**src/rtl/mem_port_arbiter.sv**
```systemverilog
// Arbiter sharing the single-port data SRAM between the MEM-stage data port
// and the IF-stage fetch port. Data has priority; fetch is forced through after
// STARVE_LIMIT consecutive data grants made while it waits. The synchronous-read
// response is steered back to whichever requester issued the read.
module mem_port_arbiter #(
   parameter int unsigned STARVE_LIMIT = 3,
   parameter int unsigned CNT_W        = 2
) (
   input  logic        clk,
   input  logic        rst,
   input  logic        d_req,
   input  logic [1:0]  d_we,
   input  logic [31:0] d_addr,
   input  logic [31:0] d_wdata,
   output logic        d_gnt,
   output logic        d_rvalid,
   output logic [31:0] d_rdata,
   input  logic        i_req,
   input  logic [31:0] i_addr,
   output logic        i_gnt,
   output logic        i_rvalid,
   output logic [31:0] i_rdata,
   output logic        sram_read,
   output logic [1:0]  sram_write,
   output logic [31:0] sram_addr,
   output logic [31:0] sram_wdata,
   input  logic [31:0] sram_rdata
);

   localparam logic [1:0] OWN_NONE = 2'd0;
   localparam logic [1:0] OWN_DATA = 2'd1;
   localparam logic [1:0] OWN_INST = 2'd2;

   localparam logic [CNT_W-1:0] LIMIT = CNT_W'(STARVE_LIMIT);

   logic [CNT_W-1:0] starve_cnt;
   logic [1:0]       rsp_owner;
   logic             starved;
   logic             d_load;

   assign starved = (starve_cnt == LIMIT);
   assign d_load  = (d_we == 2'b00);

   // Grant selection: data wins unless fetch has waited STARVE_LIMIT data grants
   always_comb begin
      d_gnt = 1'b0;
      i_gnt = 1'b0;
      if (!rst) begin
         if (d_req && i_req) begin
            d_gnt = !starved;
            i_gnt = starved;
         end else begin
            d_gnt = d_req;
            i_gnt = i_req;
         end
      end
   end

   // SRAM port mux driven by the granted requester; idle drives zeros
   always_comb begin
      sram_read  = 1'b0;
      sram_write = 2'b00;
      sram_addr  = '0;
      sram_wdata = '0;
      if (d_gnt) begin
         sram_read  = d_load;
         sram_write = d_we;
         sram_addr  = d_addr;
         sram_wdata = d_wdata;
      end else if (i_gnt) begin
         sram_read  = 1'b1;
         sram_addr  = i_addr;
      end
   end

   // Count data grants taken while fetch waits, saturating at the limit
   always_ff @(posedge clk) begin
      if (rst) begin
         starve_cnt <= '0;
      end else if (i_gnt || !i_req) begin
         starve_cnt <= '0;
      end else if (d_gnt && !starved) begin
         starve_cnt <= starve_cnt + CNT_W'(1);
      end
   end

   // Track which requester owns the read data returning next cycle
   always_ff @(posedge clk) begin
      if (rst) begin
         rsp_owner <= OWN_NONE;
      end else if (d_gnt && d_load) begin
         rsp_owner <= OWN_DATA;
      end else if (i_gnt) begin
         rsp_owner <= OWN_INST;
      end else begin
         rsp_owner <= OWN_NONE;
      end
   end

   // Steer SRAM read data to its owner; rst drops a response still in flight
   always_comb begin
      d_rvalid = !rst && (rsp_owner == OWN_DATA);
      i_rvalid = !rst && (rsp_owner == OWN_INST);
      d_rdata  = d_rvalid ? sram_rdata : '0;
      i_rdata  = i_rvalid ? sram_rdata : '0;
   end

endmodule

```
**config.mk**
```make
export PLATFORM = sky130hd
export DESIGN_NAME = mem_port_arbiter
export DESIGN_NICKNAME = d
export VERILOG_FILES = /design/src/rtl/mem_port_arbiter.sv
export SDC_FILE = /design/constraint.sdc
export NUM_CORES = 1
export LEC_CHECK = 0
export BUFFER_PORTS_ARGS = -buffer_cell sky130_fd_sc_hd__buf_2
export CORE_AREA = 2 2 104 106
export DETAILED_ROUTE_END_ITERATION = 10
export DIE_AREA = 0 0 106 108
export PLACE_DENSITY_LB_ADDON = 0.08
export SETUP_SLACK_MARGIN = 0.4
export SLEW_MARGIN = 20
export SYNTH_ARGS = -nofsm -noshare
export SYNTH_HDL_FRONTEND = slang
export SYNTH_SLANG_ARGS = --single-unit
export TNS_END_PERCENT = 5
```
**constraint.sdc**
```tcl
create_clock -name clk -period 3.2 [get_ports clk]
set_input_delay 0.16 -clock clk [delete_from_list [all_inputs] [get_ports clk]]
set_output_delay 0.16 -clock clk [all_outputs]
set_load 0.01 [all_outputs]
```
**Word level (Yosys, flattened, before mapping)**

Index checks and enable logic that the tools add are counted.

- $add $sub $neg: 1
- $mul: 0
- Divide/modulo/power cells: 0
- Order comparisons: 0
- Equality and inequality tests: 3
- Shifts and indexed selects: 0
- Multiplexer cells: 14
- Bitwise logic cells: 0
- Reductions and logical operators: 12

Operators with widths:

| operator | number |
|---|---|
| 32-bit two-way mux | 5 |
| 1-bit two-way mux | 7 |
| 1-bit logical AND | 5 |
| 2-bit equality test (second input constant) | 2 |
| 2-bit two-way mux | 2 |
| 2-bit OR reduction | 2 |
| 1-bit logical NOT | 3 |
| 2-bit by 1-bit adder with 2-bit output (second input constant) | 1 |
| 2-bit by 1-bit equality test with 1-bit output (second input constant) | 1 |
| 2-bit logical NOT | 1 |
| 1-bit logical OR | 1 |

- Flip-flop bits (word level): 4
- Bits in latches: 0
- Memory bits (writable): 0
- Memory bits (read-only): 0
- Bits of input ports: 134
- Output and inout bits: 135
- Logic and storage cells: 33
- Memories kept: 0

**Longest topological paths before layout**

Gate-level depths: netlist (run 1).

- Depth in word-level cells: 6
- Gate-level depth with buffers: 6
- Mapped depth without buffers: 4

**Least setup slack after synthesis (run 1)**

No wires, ideal clock.

- Path type: flip-flop to output port
- Start point: reg starve_cnt[0]
- End point: out sram_wdata[0]
- Data arrival time: 1291 ps
- Required time: 3040 ps
- Setup slack: 1749 ps
- Stages on the path, launching flop included: 7
- Path buffers: 2
- Cells stage by stage: dfxtp_1 ha_1 and2_1 nor2_2 buf_6 buf_2 and2_1

- Longest elaborated chain between the ends: 5

Ends and longest elaborated chain:

| what | RTL line | source |
|---|---|---|
| from (decl) | 36 | `logic [CNT_W-1:0] starve_cnt;` |
| from (signal assigned) | 83 | `starve_cnt <= starve_cnt + CNT_W'(1);` |
| 2-bit equality test | 41 | `assign starved = (starve_cnt == LIMIT);` |
| 1-bit logical NOT | 50 | `d_gnt = !starved;` |
| 1-bit two-way mux | 49 | `if (d_req && i_req) begin` |
| 1-bit two-way mux | 48 | `if (!rst) begin` |
| 32-bit two-way mux | 65 | `if (d_gnt) begin` |
| to (decl) | 26 | `output logic [31:0] sram_wdata,` |

Every way passes these cells.

**Worst setup path after layout (run 1)**

- Start point: reg starve_cnt[0]
- End point: out sram_wdata[26]

The elaborated chain is that of the path after synthesis.

==> qor.csv, run 1 <==
metric;value;unit
Static Leak;0.001779;uW
Post-CTS Setup Bufs;0;
CP required;3.04;ns
Setup CP Type;flop to output pin;
worst clock skew;0.0003419;ns
post-layout instance area;2728;um^2
hpwl dp;6.859;mm
Pint;260.2;uW
fin crit period;2.207;ns
DP Area;2684;um^2
area share of the largest cell type after synthesis;0.5067;
Syn Nets;308;
critical-path cell list;ha_1 > and2_1 > nor2_4 > buf_4 > and2_1 > buf_2;
row count;37;
Syn Std Cell Area;1222;um^2
CTS Buffer Depth;2;
Worst Path Buf+Inv;2;
HP Class;input pin to flop;
arrival time at the worst endpoint;2.05;ns
DIE HEIGHT;108;um
IO Port Bufs;268;
worst skew pair latency;0.21;ns
slew margin rel.;0.6436;
synthesis-stage register bit count;4;
Final nets;569;
DR pass1 iterations;3;
Startpoint Class;flop;
final setup TNS;0;ns
Peak Freq;453.1;MHz
share of layout cells above drive strength 1;0.6497;
Max H-tree Level;1;
Total Routing Usage GR;0.1234;
Setup crit end kind;output pin;
Final GP Congestion;0.7472;
pwr/cell area;145.2;nW/um^2
vias in the first global route;2051;
first-pass GRT wire length;10.92;mm
global route overflow;0;
drt total wl;8.089;mm
status;finished, final reports clean;
total die area;11450;um^2
register area share after synthesis;0.06551;
routed length per instance;14.24;um
crit share post-route;0.6898;
worst setup path startpoint;starve_cnt[0];
Final Setup Violations;0;
worst setup path end;sram_wdata[26];
post-synthesis cell count;172;
R2R Setup Slk;1.85;ns
CP top delay family;simple AND/OR/NAND/NOR gates;
fin. max-slew vios;0;
Critical Path Stages;6;
Initial DRC Count;73;
RR Startpoint;starve_cnt[0];
Sw Ratio;0.3431;
Flop pwr share;0.132;
logic gate share of total power;0.608;
RSZ-0062 raised after global routing;false;
max-cap violations;0;
Hold-fix buffers, CTS;0;
Critical Path Max Stage Delay;0.45;ns
root buffer cell;clkbuf_8;
Slowest-stage cell, CP;buf_4;
largest net degree at the start of global routing;63;
CTS-repair resized insts;0;
Initial Util;0.1195;
initial antenna violation count;1;
Reg2Reg Depth;4;
synthesis-to-finish area growth;123.1;%
most area-consuming cells after synthesis;and2_1, a22o_1, dfxtp_1;
CTS tree;done;
syn avg cell area;7.107;um^2
clk sinks;4;
maximum VDD drop;0.05264;mV
die width;106;um
dominant cell type by area after synthesis;and2_1;
most frequent cell on the critical path;and2_1;
vias after detailed routing;2263;
Clock transition at path regs;0.03;ns
vias per std cell;3.984;
Boundary Pins;269;
Critical R2R Capture;starve_cnt[1];
CTS Buf Count;3;
clock power share;0.260;
Residual DRC;0;
Distinct cells, synth;22;
NetSw;135.9;uW
final hold violation count;0;
worst-path maximum fanout;62;
Core Area;10230;um^2
synth warn;0;
antenna viol nets, final;0;
actual slew at the worst max-slew pin;0.5346;ns
[per-stage QoR]
| step | worst slack, ns | cells | total power [uW] | hold slack, ns | utilization |
|---|---|---|---|---|---|
| after floorplan | 1.749 | 172 | 152.8 | 0.2575 | - |
| after global placement | 1.265 | 564 | 298.4 | 0.4023 | 0.2623 |
| after detailed placement | 1.233 | 564 | 297.9 | 0.3901 | 0.2623 |
| after CTS | 1.001 | 567 | 403.4 | 0.1674 | 0.2664 |
| after global routing | 0.8106 | 567 | 425.0 | 0.1755 | 0.2664 |
| final | 0.9927 | 568 | 396.0 | 0.1662 | 0.2666 |
[cell usage in the layout (no fill, tap or decap)]
| cell | count |
|---|---|
| a21oi_1 | 2 |
| nor3b_2 | 2 |
| a21oi_2 | 1 |
| nand2b_4 | 1 |
| nor4_1 | 1 |
| diode_2 | 1 |
| ha_1 | 2 |
| a22o_1 | 32 |
| nor3_1 | 1 |
| clkbuf_8 | 3 |
| and2_1 | 99 |
| nor2_1 | 1 |
| or3b_1 | 1 |
| or3_1 | 1 |
| o21ai_0 | 2 |
| nand2b_1 | 2 |
| nand2_1 | 1 |
| buf_4 | 4 |
| or2_1 | 1 |
| buf_2 | 268 |
| nor2_4 | 1 |
| dfxtp_1 | 4 |
| nor2b_1 | 1 |
[worst reg2reg max path, stage by stage (launching register included)]
cell	delay, ns
dfxtp_1	0.32
ha_1	0.21
and2_1	0.23
or3b_1	0.39
a21oi_1	0.13
[layer usage]
metal	track usage	share of wire	routed length, um
met1	0.1037	0.31	2510
met2	0.2654	0.56	4515
met3	0.05184	0.13	1024
met4	0.02256	0.0031	25
met5	0	0.0016	13
[state kept, by name, indices dropped and copies added, names as in the netlist]
name	flops
starve_cnt	2
rsp_owner	2
[cells in the mapped netlist (all sizes together)]
library cell  number
nor3               1
or3b               1
ha                 2
clkbuf             6
buf               10
nor4               1
nand2              1
dfxtp              4
or2                1
nand2b             3
nor3b              2
a21oi              3
nor2b              1
o21ai              2
or3                1
and2              99
a22o              32
nor2               2
[power by group through the flow]
stage / combinational (uW) / clock (uW) / sequential (uW)
2_1_floorplan: 100 / 0 / 52.6
3_3_place_gp: 246 / 0 / 52.7
3_5_place_dp: 245 / 0 / 52.8
4_1_cts: 246 / 105 / 52.1
5_1_grt: 262 / 111 / 52.3
6_report: 241 / 103 / 52.1
[worst min-delay path by stage]
stage               startpoint           end  slack [ns]  cells past startpoint
floorplan              d_we[1]  rsp_owner[0]        0.26                      1
global placement       d_we[1]  rsp_owner[0]        0.40                      2
detailed placement     d_we[0]  rsp_owner[0]        0.39                      2
CTS                    d_we[0]  rsp_owner[0]        0.17                      2
global route           d_we[0]  rsp_owner[0]        0.18                      2
finish                 d_we[0]  rsp_owner[0]        0.17                      2
[layout make-up]
cell class	count	area, um^2
antenna	1	2.502
clock buffer	3	41.29
tap	136	170.2
multi-input combinational	152	1062
fill	1133	7503
sequential	4	80.08
timing repair buffer	272	1371
[cells by family after synthesis]
family / share of synthesized area
flops: 0.06551
simple gates: 0.5916
buf+inv: 0.06960
compound gates: 0.2528
fa+ha+maj: 0.02047
Note: power is estimated with default switching activity, not from simulation.
==> inputs of run 2 (changes only) <==
- CORE_AREA: 2 2 104 106 -> 2 2 105 107
- DIE_AREA: 0 0 106 108 -> 0 0 107 109
- clock period: 3.2 -> 2.04 ns (I/O delays scaled with it)
==> qor.csv, run 2 (same netlist as run 1, synthesis figures left out) <==
metric;value;unit
drt total wl;7.769;mm
R2R Setup Slk;0.69;ns
root buffer cell;clkbuf_8;
first-pass GRT wire length;10.59;mm
worst-path maximum fanout;4;
DP Area;2701;um^2
row count;38;
final hold violation count;0;
DIE HEIGHT;109;um
Slowest-stage cell, CP;dfxtp_4;
Clock transition at path regs;0.03;ns
Setup crit end kind;output pin;
final worst slack;0.3029;ns
overall power;673.9;uW
vias in the first global route;2127;
max-cap violations;0;
routed length on met2;4.037;mm
most frequent cells in the layout;buf_2, and2_1, a22o_1;
fin. max-slew vios;0;
worst skew pair latency;0.22;ns
Static Leak;0.001884;uW
vias after detailed routing;2272;
worst clock skew;0.002042;ns
Worst Path Buf+Inv;4;
post-layout instance area;2988;um^2
fillcell total;1200;
Final GP Congestion;0.6975;
Max Used Layer;met4;
CP top delay family;buffers and inverters;
Initial Util;0.1153;
die width;107;um
Hold Slack;0.08296;ns
antenna viol nets, final;0;
Startpoint Class;flop;
hpwl dp;6.134;mm
Residual DRC;0;
slew margin rel.;0.7868;
commonest non-fill, non-tap cell in the layout;buf_2;
Placement Setup Slack;0.4041;ns
clk sinks;4;
crit share post-route;0.8515;
routed length per instance;13.35;um
arrival time at the worst endpoint;1.64;ns
Total Routing Usage GR;0.1173;
antenna diode count;0;
Setup CP Type;flop to output pin;
share of layout cells above drive strength 1;0.6697;
CTS tree;done;
CTS Buf Count;3;
Peak Freq;575.7;MHz
actual slew at the worst max-slew pin;0.3172;ns
Boundary Pins;269;
synthesis-to-finish area growth;144.4;%
FF/Latch Area;87.58;um^2
maximum VDD drop;0.09363;mV
Max H-tree Level;1;
Initial DRC Count;94;
status;finished, final reports clean;
final setup TNS;0;ns
IO Port Bufs;268;
fin crit period;1.737;ns
global route overflow;0;
Metal-1 WL;2.730;mm
CTS Buffer Depth;2;
Top Registers;rsp_owner (2), starve_cnt (2);
critical-path cell list;ha_4 > and2_4 > nor2_4 > buf_6 > buf_12 > clkbuf_16 > a22o_1 > buf_2;
Core Area;10600;um^2
DR pass1 iterations;5;
HP Class;input pin to flop;
multi-input combinational cell area;1084;um^2
initial antenna violation count;0;
vias per std cell;3.904;
largest net degree at the start of global routing;34;
CP required;1.94;ns
RSZ-0062 raised after global routing;true;
Final Setup Violations;0;
pwr/cell area;225.5;nW/um^2
Met3 Wirelength;884;um
Final nets;580;
Critical Path Max Stage Delay;0.36;ns
total die area;11660;um^2
[run 2: metal layers]
layer	GRT usage	vias up
li1	-	1120
met2	0.2288	161
met4	0.03340	0
met5	0	-
met1	0.1199	983
met3	0.03646	8
[run 2: area by class of cell]
cell class,count,share of cell area
clock buffer,3,0.01382
sequential,4,0.02931
multi-input combinational,152,0.3626
timing repair buffer,283,0.5356
tap,140,0.05863
[run 2: report_power, final]
group	internal, uW	switching [uW]
combinational	243	187
sequential	78.2	1.37
clock	126	38.9
total	447	227
[run 2: worst paths after layout]
| path | startpoint | to | cells past startpoint |
|---|---|---|---|
| worst max-delay path | starve_cnt[1] | sram_addr[15] | 8 |
| worst min-delay path | d_we[1] | rsp_owner[0] | 2 |
| worst max register to register | starve_cnt[1] | starve_cnt[1] | 5 |
| worst min register to register | starve_cnt[1] | starve_cnt[1] | 2 |
[run 2: repair_timing]
| item | 4_1_cts | 5_1_grt |
|---|---|---|
| hold buffers | 0 | 0 |
| endpoints found under the setup margin | 68 | 67 |
| cloned | 4 | 1 |
| pin swaps | 5 | 5 |
| gates resized for setup | 12 | 4 |
| setup buffers | 6 | 0 |
[run 2: through the flow]
stage,std cells,util
after floorplan,172,-
after global placement,568,0.2548
after detailed placement,568,0.2548
after CTS,581,0.2780
after global routing,582,0.2818
final,582,0.2818
==> inputs of run 3 (changes only) <==
- ABC_AREA: default -> 1
- ABC_CLOCK_PERIOD_IN_PS: default -> 2040
- CORE_AREA: 2 2 105 107 -> 2 2 104 106
- DIE_AREA: 0 0 107 109 -> 0 0 106 108
==> qor.csv, run 3 <==
metric;value;unit
status;finished, final reports clean;
actual slew at the worst max-slew pin;0.3428;ns
vias per std cell;3.850;
Setup crit end kind;output pin;
Hold-fix buffers, CTS;0;
arrival time at the worst endpoint;1.48;ns
IO Port Bufs;268;
die width;106;um
Static Leak;0.002450;uW
Max Used Layer;met4;
Initial DRC Count;118;
Final nets;731;
worst skew pair latency;0.21;ns
ys flop type;dfxtp_1;
most area-consuming cells after synthesis;inv_1, nand2_1, nor2_1;
root buffer cell;clkbuf_8;
antenna viol nets, final;0;
final worst slack;0.4530;ns
initial antenna violation count;0;
ys async rst share;0;
post-synthesis cell count;321;
fin crit period;1.587;ns
Final Setup Violations;0;
largest net degree at the start of global routing;34;
pwr/cell area;221.3;nW/um^2
R2R Setup Slk;0.77;ns
commonest non-fill, non-tap cell in the layout;buf_2;
routed length on met2;4.720;mm
CTS tree;done;
Synth Area in Compound Gates;0.01087;
most frequent cells in the layout;buf_2, inv_1, nor2_1;
crit share post-route;0.7779;
global route overflow;0;
slew margin rel.;0.7715;
register area share after synthesis;0.05351;
most frequent cell after synthesis;inv_1;
Core Area;10230;um^2
final setup TNS;0;ns
Placement Setup Slack;0.3445;ns
CTS Buf Count;3;
Clock transition at path regs;0.03;ns
largest family of logic cells by synthesized area;simple AND/OR/NAND/NOR gates;
Commonest cells post-synth;inv_1, nand2_1, nor2_1;
Setup CP Type;flop to output pin;
Metal-1 WL;2.896;mm
Peak Freq;630.1;MHz
dpl cells;711;
fillcell total;1160;
worst-path maximum fanout;8;
CTS Buffer Depth;2;
total die area;11450;um^2
share of layout cells above drive strength 1;0.5582;
area share of the largest cell type after synthesis;0.1931;
Residual DRC;0;
syn avg cell area;4.662;um^2
Total Routing Usage GR;0.1276;
RSZ-0062 raised after global routing;true;
routed length per instance;11.59;um
drt total wl;8.450;mm
hpwl dp;6.295;mm
mux contribution to synthesized area;0;
Syn Std Cell Area;1496;um^2
DIE HEIGHT;108;um
final hold violation count;0;
maximum VDD drop;0.1211;mV
fin. max-slew vios;0;
synthesis-stage register bit count;4;
vias after detailed routing;2807;
vias in the first global route;2580;
row count;37;
Distinct cells, synth;17;
final instance count without filler cells;729;
xor/xnor share of the synthesized area;0;
synthesis-to-finish area growth;122.7;%
worst clock skew;0.0005113;ns
Startpoint Class;flop;
HP Class;input pin to flop;
Met3 Wirelength;743;um
synth warn;0;
Max H-tree Level;1;
CP required;1.94;ns
Top Registers;rsp_owner (2), starve_cnt (2);
antenna diode count;0;
first-pass GRT wire length;11.88;mm
dominant cell type by area after synthesis;inv_1;
Boundary Pins;269;
number of synthesized flops with an enable pin;0;
post-synthesis adder-cell area fraction;0.01672;
Synth Area in Simple Gates;0.6288;
Syn Nets;457;
Final GP Congestion;0.7470;
Initial Util;0.1463;
clk sinks;4;
DR pass1 iterations;5;
max-cap violations;0;
run 3: cell count changes after synthesis, moves of 6 or more:
cell / change
nor2_2: +26
clkbuf_1: -6
inv_1: +77
nor2_1: +73
nand2_1: +73
and2_1: -99
a22o_1: -32
nand3_1: +34
run 3: final timing paths:
path                            cells after the start       endpoint     startpoint
worst max-delay path                                8   sram_addr[1]  starve_cnt[0]
worst min-delay path                                4   rsp_owner[0]        d_we[1]
worst min register to register                      4  starve_cnt[1]  starve_cnt[1]
worst max register to register                      8   rsp_owner[1]  starve_cnt[0]
run 3: timing repair:
| action | in CTS | in global routing |
|---|---|---|
| setup buffers | 3 | 4 |
| pin swaps | 3 | 3 |
| resized for setup | 9 | 11 |
| setup endpoints to repair | 38 | 50 |
| cloned | 2 | 6 |
run 3: area by class of cell:
| class | count | area [um^2] | area share |
|---|---|---|---|
| Timing Repair Buffer | 287 | 1683 | 0.5051 |
| Multi-Input combinational cell | 218 | 1028 | 0.3087 |
| Inverter | 80 | 315.3 | 0.09463 |
| Tap cell | 136 | 170.2 | 0.05107 |
| Sequential cell | 4 | 85.08 | 0.02554 |
| Clock buffer | 3 | 41.29 | 0.01239 |
| Timing Repair inverter | 1 | 8.758 | 0.002629 |
run 3: through the flow:
stage | hold slack (ns) | util | cell area (um^2) | power (uW)
after floorplan | 0.2911 | - | 1496 | 288.1
after global placement | 0.4839 | 0.2871 | 2938 | 510.8
after detailed placement | 0.4831 | 0.2871 | 2938 | 511.3
after CTS | 0.2744 | 0.3019 | 3089 | 706.7
after global routing | 0.3061 | 0.3257 | 3332 | 807.1
final | 0.2624 | 0.3257 | 3332 | 737.4
run 3: power breakdown:
group	switching [uW]	total (uW)	leakage, uW	internal [uW]
Combinational	248	492	0.00239	244
Clock	38.4	164	0.0000216	126
Sequential	1.82	81.8	0.0000338	80.0
run 3: cell families after synthesis:
kind of cell,Yosys count
adders and majority gates,2
DFF,4
and+or+nand+nor,215
AOI/OAI and AO/OA,1
buffers and inverters,99
run 3: worst max-delay path: stages, from the launching register on:
cell and delay [ns]:
dfxtp_4 0.36, ha_4 0.17, nand2_4 0.09, nand2_8 0.09, buf_12 0.15, clkbuf_16 0.15, nand3_1 0.08, nand2_1 0.05
buf_2 0.13
run 3: layer usage:
metal	global-route usage	up-vias
met5	0	-
met4	0.02256	0
met3	0.03677	6
met2	0.2719	156
met1	0.1196	1187
li1	-	1458
